--- config.mk ---
export PLATFORM = sky130hd
export DESIGN_NAME = music_seq_ctrl
export DESIGN_NICKNAME = d
export VERILOG_FILES = /design/src/rtl/music_seq_ctrl.sv
export SDC_FILE = /design/constraint.sdc
export NUM_CORES = 1
export LEC_CHECK = 0
export CAP_MARGIN = 5
export CORE_ASPECT_RATIO = 1.5
export CORE_UTILIZATION = 35
export DETAILED_ROUTE_END_ITERATION = 8
export PLACE_DENSITY = 0.52
export SLEW_MARGIN = 20
export SYNTH_ARGS = -nofsm -noshare
export SYNTH_HDL_FRONTEND = slang
export SYNTH_SLANG_ARGS = --single-unit
export TNS_END_PERCENT = 20
--- constraint.sdc ---
create_clock -name clk -period 2.65 [get_ports clk]
set_input_delay 0.53 -clock clk [delete_from_list [all_inputs] [get_ports clk]]
set_output_delay 0.53 -clock clk [all_outputs]
set_load 0.03 [all_outputs]
--- src/rtl/music_seq_ctrl.sv ---
// Purpose: note sequencer for the music player; walks the selected song's ROM and runs play/pause.
// Latency: play_key -> first note on tone generator in 3 cycles; 2-cycle gap (FETCH, LOAD) between notes.
// Backpressure: none; the ROM answers in a fixed 1 cycle and play_key is a one-cycle pulse, never held off.
module music_seq_ctrl #(
  parameter int BEAT_CYCLES = 12_500_000,
  parameter int IDX_W       = 6
) (
  input  logic             clk,
  input  logic             rst_n,
  input  logic [1:0]       music_reg,
  input  logic             play_key,
  output logic [IDX_W+1:0] rom_addr,
  input  logic [4:0]       rom_note,
  input  logic [1:0]       rom_dur,
  output logic [4:0]       note_code,
  output logic             note_en,
  output logic             note_load,
  output logic             playing,
  output logic             song_done
);

  // Beat counter must hold 0..BEAT_CYCLES-1; keep at least one bit.
  localparam int BW = (BEAT_CYCLES > 1) ? $clog2(BEAT_CYCLES) : 1;
  localparam logic [BW-1:0] BCNT_LAST = BW'(BEAT_CYCLES - 1);
  localparam logic [4:0]    END_MARK  = 5'h1F;

  typedef enum logic [2:0] {
    S_IDLE  = 3'd0,
    S_FETCH = 3'd1,
    S_LOAD  = 3'd2,
    S_PLAY  = 3'd3,
    S_PAUSE = 3'd4
  } state_t;

  state_t           state;
  state_t           state_nxt;
  logic [1:0]       song_q;
  logic [IDX_W-1:0] idx;
  logic [BW-1:0]    bcnt;
  logic [1:0]       beats;
  logic             refetch;

  logic             chg;
  logic             tick;
  logic             note_over;
  logic             is_end;
  logic             idx_last;

  assign chg       = (music_reg != song_q);
  assign tick      = (bcnt == BCNT_LAST);
  assign note_over = tick && (beats == 2'd0);
  assign is_end    = (rom_note == END_MARK);
  assign idx_last  = &idx;

  // The ROM always sees the latched song and the current note index.
  assign rom_addr = {song_q, idx};

  // State register.
  always_ff @(posedge clk or negedge rst_n) begin
    if (!rst_n) begin
      state <= S_IDLE;
    end else begin
      state <= state_nxt;
    end
  end

  // Next-state logic; a song change outranks play_key and beat ticks outside IDLE.
  always_comb begin
    state_nxt = state;
    case (state)
      S_IDLE: begin
        if (play_key) state_nxt = S_FETCH;
      end
      S_FETCH: begin
        state_nxt = chg ? S_FETCH : S_LOAD;
      end
      S_LOAD: begin
        if (chg)                     state_nxt = S_FETCH;
        else if (is_end && idx == '0) state_nxt = S_IDLE;
        else if (is_end)             state_nxt = S_FETCH;
        else                         state_nxt = S_PLAY;
      end
      S_PLAY: begin
        if (chg)            state_nxt = S_FETCH;
        else if (play_key)  state_nxt = S_PAUSE;
        else if (note_over) state_nxt = S_FETCH;
      end
      S_PAUSE: begin
        if (chg)           state_nxt = S_PAUSE;
        else if (play_key) state_nxt = refetch ? S_FETCH : S_PLAY;
      end
      default: state_nxt = S_IDLE;
    endcase
  end

  // Moore outputs decoded straight from the state register.
  always_comb begin
    note_en = (state == S_PLAY);
    playing = (state == S_FETCH) || (state == S_LOAD) || (state == S_PLAY);
  end

  // Song select is sampled every cycle so a change is seen exactly once.
  always_ff @(posedge clk or negedge rst_n) begin
    if (!rst_n) begin
      song_q <= 2'b00;
    end else begin
      song_q <= music_reg;
    end
  end

  // Note datapath: index, beat timing, note latch, refetch flag and output pulses.
  always_ff @(posedge clk or negedge rst_n) begin
    if (!rst_n) begin
      idx       <= '0;
      bcnt      <= '0;
      beats     <= 2'd0;
      refetch   <= 1'b0;
      note_code <= 5'd0;
      note_load <= 1'b0;
      song_done <= 1'b0;
    end else begin
      note_load <= 1'b0;
      song_done <= 1'b0;
      case (state)
        S_IDLE: begin
          idx <= '0;
        end
        S_FETCH: begin
          if (chg) begin
            idx   <= '0;
            bcnt  <= '0;
            beats <= 2'd0;
          end
        end
        S_LOAD: begin
          if (chg) begin
            idx   <= '0;
            bcnt  <= '0;
            beats <= 2'd0;
          end else if (is_end) begin
            // Marker at index 0 means an empty song; otherwise loop the song.
            song_done <= 1'b1;
            idx       <= '0;
          end else begin
            note_code <= rom_note;
            beats     <= rom_dur;
            bcnt      <= '0;
            note_load <= 1'b1;
          end
        end
        S_PLAY: begin
          if (chg) begin
            idx   <= '0;
            bcnt  <= '0;
            beats <= 2'd0;
          end else if (tick) begin
            bcnt <= '0;
            if (beats != 2'd0) begin
              beats <= beats - 2'd1;
            end else begin
              idx <= idx + 1'b1;
              if (idx_last) song_done <= 1'b1;
              // Pausing on the note's final cycle: the note is finished, so
              // resuming must go straight to the next fetch.
              if (play_key) refetch <= 1'b1;
            end
          end else begin
            // The cycle that sees play_key still plays, so it still counts.
            bcnt <= bcnt + 1'b1;
          end
        end
        S_PAUSE: begin
          if (chg) begin
            idx     <= '0;
            refetch <= 1'b1;
          end else if (play_key && refetch) begin
            refetch <= 1'b0;
          end
        end
        default: begin
          idx <= '0;
        end
      endcase
    end
  end

endmodule

==> out/metrics.csv <==
metric;value;unit
syn_area;0.00253;mm²
ff2ff_setup_slack;0.53;ns
synth_top_area_share;0.446;
power.ir.vdd_worst;199;µV
power_leakage;1.24;nW
synth.top_cells.by_count;sky130_fd_sc_hd__dfrtp_1, sky130_fd_sc_hd__nand2_1, sky130_fd_sc_hd__nor2_1;
p_sw_frac;0.342;
post_synth_main_area_contributors;sky130_fd_sc_hd__dfrtp_1, sky130_fd_sc_hd__xnor2_1, sky130_fd_sc_hd__nand2_1;
number_of_filler_instances_in_the_final_layout;702;
number_of_routed_nets_with_antenna_violations;0;
fin_crit_sh;0.930;
tightestPinTransition;0.644;ns
max_clock_freq;406;MHz
final_hold_viol_count;0;
critical_path_required;2.12;ns
ctsHtreeMaxLevel;2;
detailed_place.area;0.00304;mm²
maxCapViolations;0;
net-switching-power;0.609;mW
buffer_ports.inserted;28;
timing.critical_path.arrival;1.93;ns
post_cts.resized_instances;0;
io-pin-count;29;
synth.most_common_cell;sky130_fd_sc_hd__dfrtp_1;
first_pass_iters;8;
violated_checks;design-rule violations;
drt-vias-per-instance;5.71;
cts_root_buf;sky130_fd_sc_hd__clkbuf_8;
grt_use_total;0.186;
routabilityCongestion;0.778;
synth_instances;264;
clock_latency;0.30;ns
synth.net_count;280;
critPathKind;register to primary output;
cell_total_after_placement;385;
p_int;1.17;mW
power.share.sequential;0.447;
die_w;71.4;µm
post-dp-hpwl;4950;µm
max-slew-margin-rel;0.564;
clockPowerShare;0.235;
detailroute.via_count;2244;
rr_worst_depth;5;
status;complete, but fails checks;
core.rowCount;37;
stdcell_count;393;
postCtsSetupBuffers;0;
grt_pass1_vias;2272;
nets;330;
power_per_cell_area;571;mW/mm²
regToRegStartpoint;state[2];
grt_start_max_net_pins;27;
synth_cell_types;48;
start_util;0.364;
die-area;0.00757;mm²
synth_edf_count;0;
cts_tree;built;
layout_min_cycle_time;2.46;ns
route.final.wire_length;6440;µm
grt_first_pass_wirelength;11000;µm
cts_inserted_buffers;5;
post_synthesis_average_cell_area;9.57;µm²
synth-main-ff-cell;sky130_fd_sc_hd__dfrtp_1;
die_height;106;µm
yosysSeqAreaShare;0.446;
setup.worst_path.start_class;register;
number_of_flip_flops_and_latches_in_the_synthesized_netlist;45;
cts_num_sinks;45;
drtIter0Drc;116;
postSynth.asyncResetShare;1.00;
worst-path-max-fanout;12;
grt_remaining_overflow;0;
grt_setup_unrepaired;no;
path_clk_slew;0.09;ns
finClkSkew;0.00909;ns
timing.critical_path.to_type;primary output;
areaGrowthSynthToFinish;23.6;%
core-area;0.00694;mm²
antenna_found_initial;0;
drive_above_1_share;0.140;
finalInstanceArea;0.00312;mm²
timing.hold.worst.class;input port to async pin;
combinationalPowerShare;0.318;
setup_viol_count_final;0;
synthDominantAreaCellType;sky130_fd_sc_hd__dfrtp_1;
avgRoutedWirePerCell;16.4;µm
max-clock-path-buffers;2;
critical_path.reg2reg.endpoint;bcnt[15];
antenna_cells_inserted;0;
synthesis.yosys.warnings;0;
remaining_drc_errors;5;
cts_hold_buffers;0;
slew_viols_final;0;
cell families after synthesis:
logic type | Yosys count | synth area share
flip-flops | 45 | 0.446
AND/OR/NAND/NOR | 123 | 0.269
multiplexers | 9 | 0.0376
AO/OA/AOI/OAI | 47 | 0.129
buffers and inverters | 18 | 0.0307
adder cells (fa/ha/maj) | 4 | 0.0198
XOR/XNOR | 18 | 0.0683
placed cells by master, fill, tap and decap left out, types with 2 or more instances in the layout:
| master | netlist | layout |
|---|---|---|
| sky130_fd_sc_hd__nand4_1 | 7 | 7 |
| sky130_fd_sc_hd__ha_1 | 4 | 4 |
| sky130_fd_sc_hd__nor4_1 | 10 | 10 |
| sky130_fd_sc_hd__a21oi_1 | 10 | 10 |
| sky130_fd_sc_hd__mux2_2 | 4 | 4 |
| sky130_fd_sc_hd__or2_2 | 2 | 2 |
| sky130_fd_sc_hd__xnor2_1 | 15 | 15 |
| sky130_fd_sc_hd__nor4b_1 | 5 | 5 |
| sky130_fd_sc_hd__mux2i_1 | 5 | 5 |
| sky130_fd_sc_hd__o211ai_1 | 2 | 2 |
| sky130_fd_sc_hd__clkdlybuf4s50_1 | 0 | 27 |
| sky130_fd_sc_hd__and3_1 | 3 | 3 |
| sky130_fd_sc_hd__o22a_1 | 2 | 2 |
| sky130_fd_sc_hd__or4_1 | 6 | 6 |
| sky130_fd_sc_hd__o31ai_1 | 4 | 4 |
| sky130_fd_sc_hd__o41ai_1 | 2 | 2 |
| sky130_fd_sc_hd__and4_1 | 4 | 4 |
| sky130_fd_sc_hd__a32oi_1 | 2 | 2 |
| sky130_fd_sc_hd__clkbuf_8 | 0 | 5 |
| sky130_fd_sc_hd__inv_1 | 11 | 11 |
| sky130_fd_sc_hd__nor3_1 | 9 | 9 |
| sky130_fd_sc_hd__nor2_1 | 22 | 22 |
| sky130_fd_sc_hd__clkinv_2 | 0 | 2 |
| sky130_fd_sc_hd__a31oi_1 | 4 | 4 |
| sky130_fd_sc_hd__dfrtp_1 | 45 | 45 |
| sky130_fd_sc_hd__nand2_1 | 24 | 24 |
| sky130_fd_sc_hd__nor3b_1 | 4 | 4 |
| sky130_fd_sc_hd__buf_4 | 0 | 21 |
| sky130_fd_sc_hd__nand3b_1 | 2 | 2 |
| sky130_fd_sc_hd__nand3_1 | 15 | 15 |
| sky130_fd_sc_hd__xor2_2 | 2 | 2 |
| sky130_fd_sc_hd__o21ai_0 | 12 | 12 |
| sky130_fd_sc_hd__or3_1 | 4 | 4 |
power groups by stage:
stage	registers, mW	clock network [mW]	logic (mW)
finish	0.796	0.419	0.568
global route	0.805	0.467	0.624
CTS	0.797	0.442	0.577
detailed placement	0.810	0	0.576
global placement	0.810	0	0.570
floorplan	0.855	0	0.274
routing by layer:
| metal | global-route usage | share of wire | vias to the layer above |
|---|---|---|---|
| met3 | 0.0275 | 0.027 | 16 |
| met2 | 0.348 | 0.55 | 49 |
| met5 | 0 | 0 | - |
| met1 | 0.201 | 0.39 | 1100 |
| met4 | 0.0871 | 0.037 | 0 |
| li1 | - | - | 1079 |
layout make-up:
type,instances,area (µm²),area share
inverter,11,41.3,0.0132
multi-input combinational,201,1320,0.424
clock inverter,2,10.0,0.00320
tap,78,97.6,0.0312
timing repair buffer,50,453,0.145
sequential,45,1130,0.360
clock buffer,6,72.6,0.0232
registers in the layout, indices dropped and copies added, names as in the netlist:
register / flops
bcnt: 24
beats: 2
idx: 6
note_code: 5
note_load: 1
refetch: 1
song_done: 1
song_q: 2
state: 3
stage by stage:
stage / TNS (ns) / hold slack (ns) / utilization / worst slack, ns / power (mW)
after detailed placement: -0.0388 / 0.476 / 0.438 / -0.0221 / 1.39
final: 0 / 0.172 / 0.450 / 0.186 / 1.78
after CTS: 0 / 0.179 / 0.450 / 0.172 / 1.82
after global placement: 0 / 0.471 / 0.438 / 0.00685 / 1.38
after floorplan: 0 / 0.234 / - / 0.432 / 1.13
after global routing: 0 / 0.199 / 0.450 / 0.0729 / 1.90
worst max-delay path by stage:
stage	from	endpoint	slack, ns
finish	state[2]	note_en	0.19
global route	state[2]	note_en	0.07
CTS	state[2]	note_en	0.17
detailed placement	music_reg[0]	bcnt[15]	-0.02
global placement	music_reg[0]	bcnt[17]	0.007
floorplan	song_q[1]	bcnt[17]	0.43
worst max-delay path, stage by stage, from the launching register on:
cell and delay, ns:
sky130_fd_sc_hd__dfrtp_1 0.51, sky130_fd_sc_hd__nand3b_1 0.29, sky130_fd_sc_hd__inv_1 0.15, sky130_fd_sc_hd__clkdlybuf4s50_1 0.68
Power figures use the tool's default switching activity.
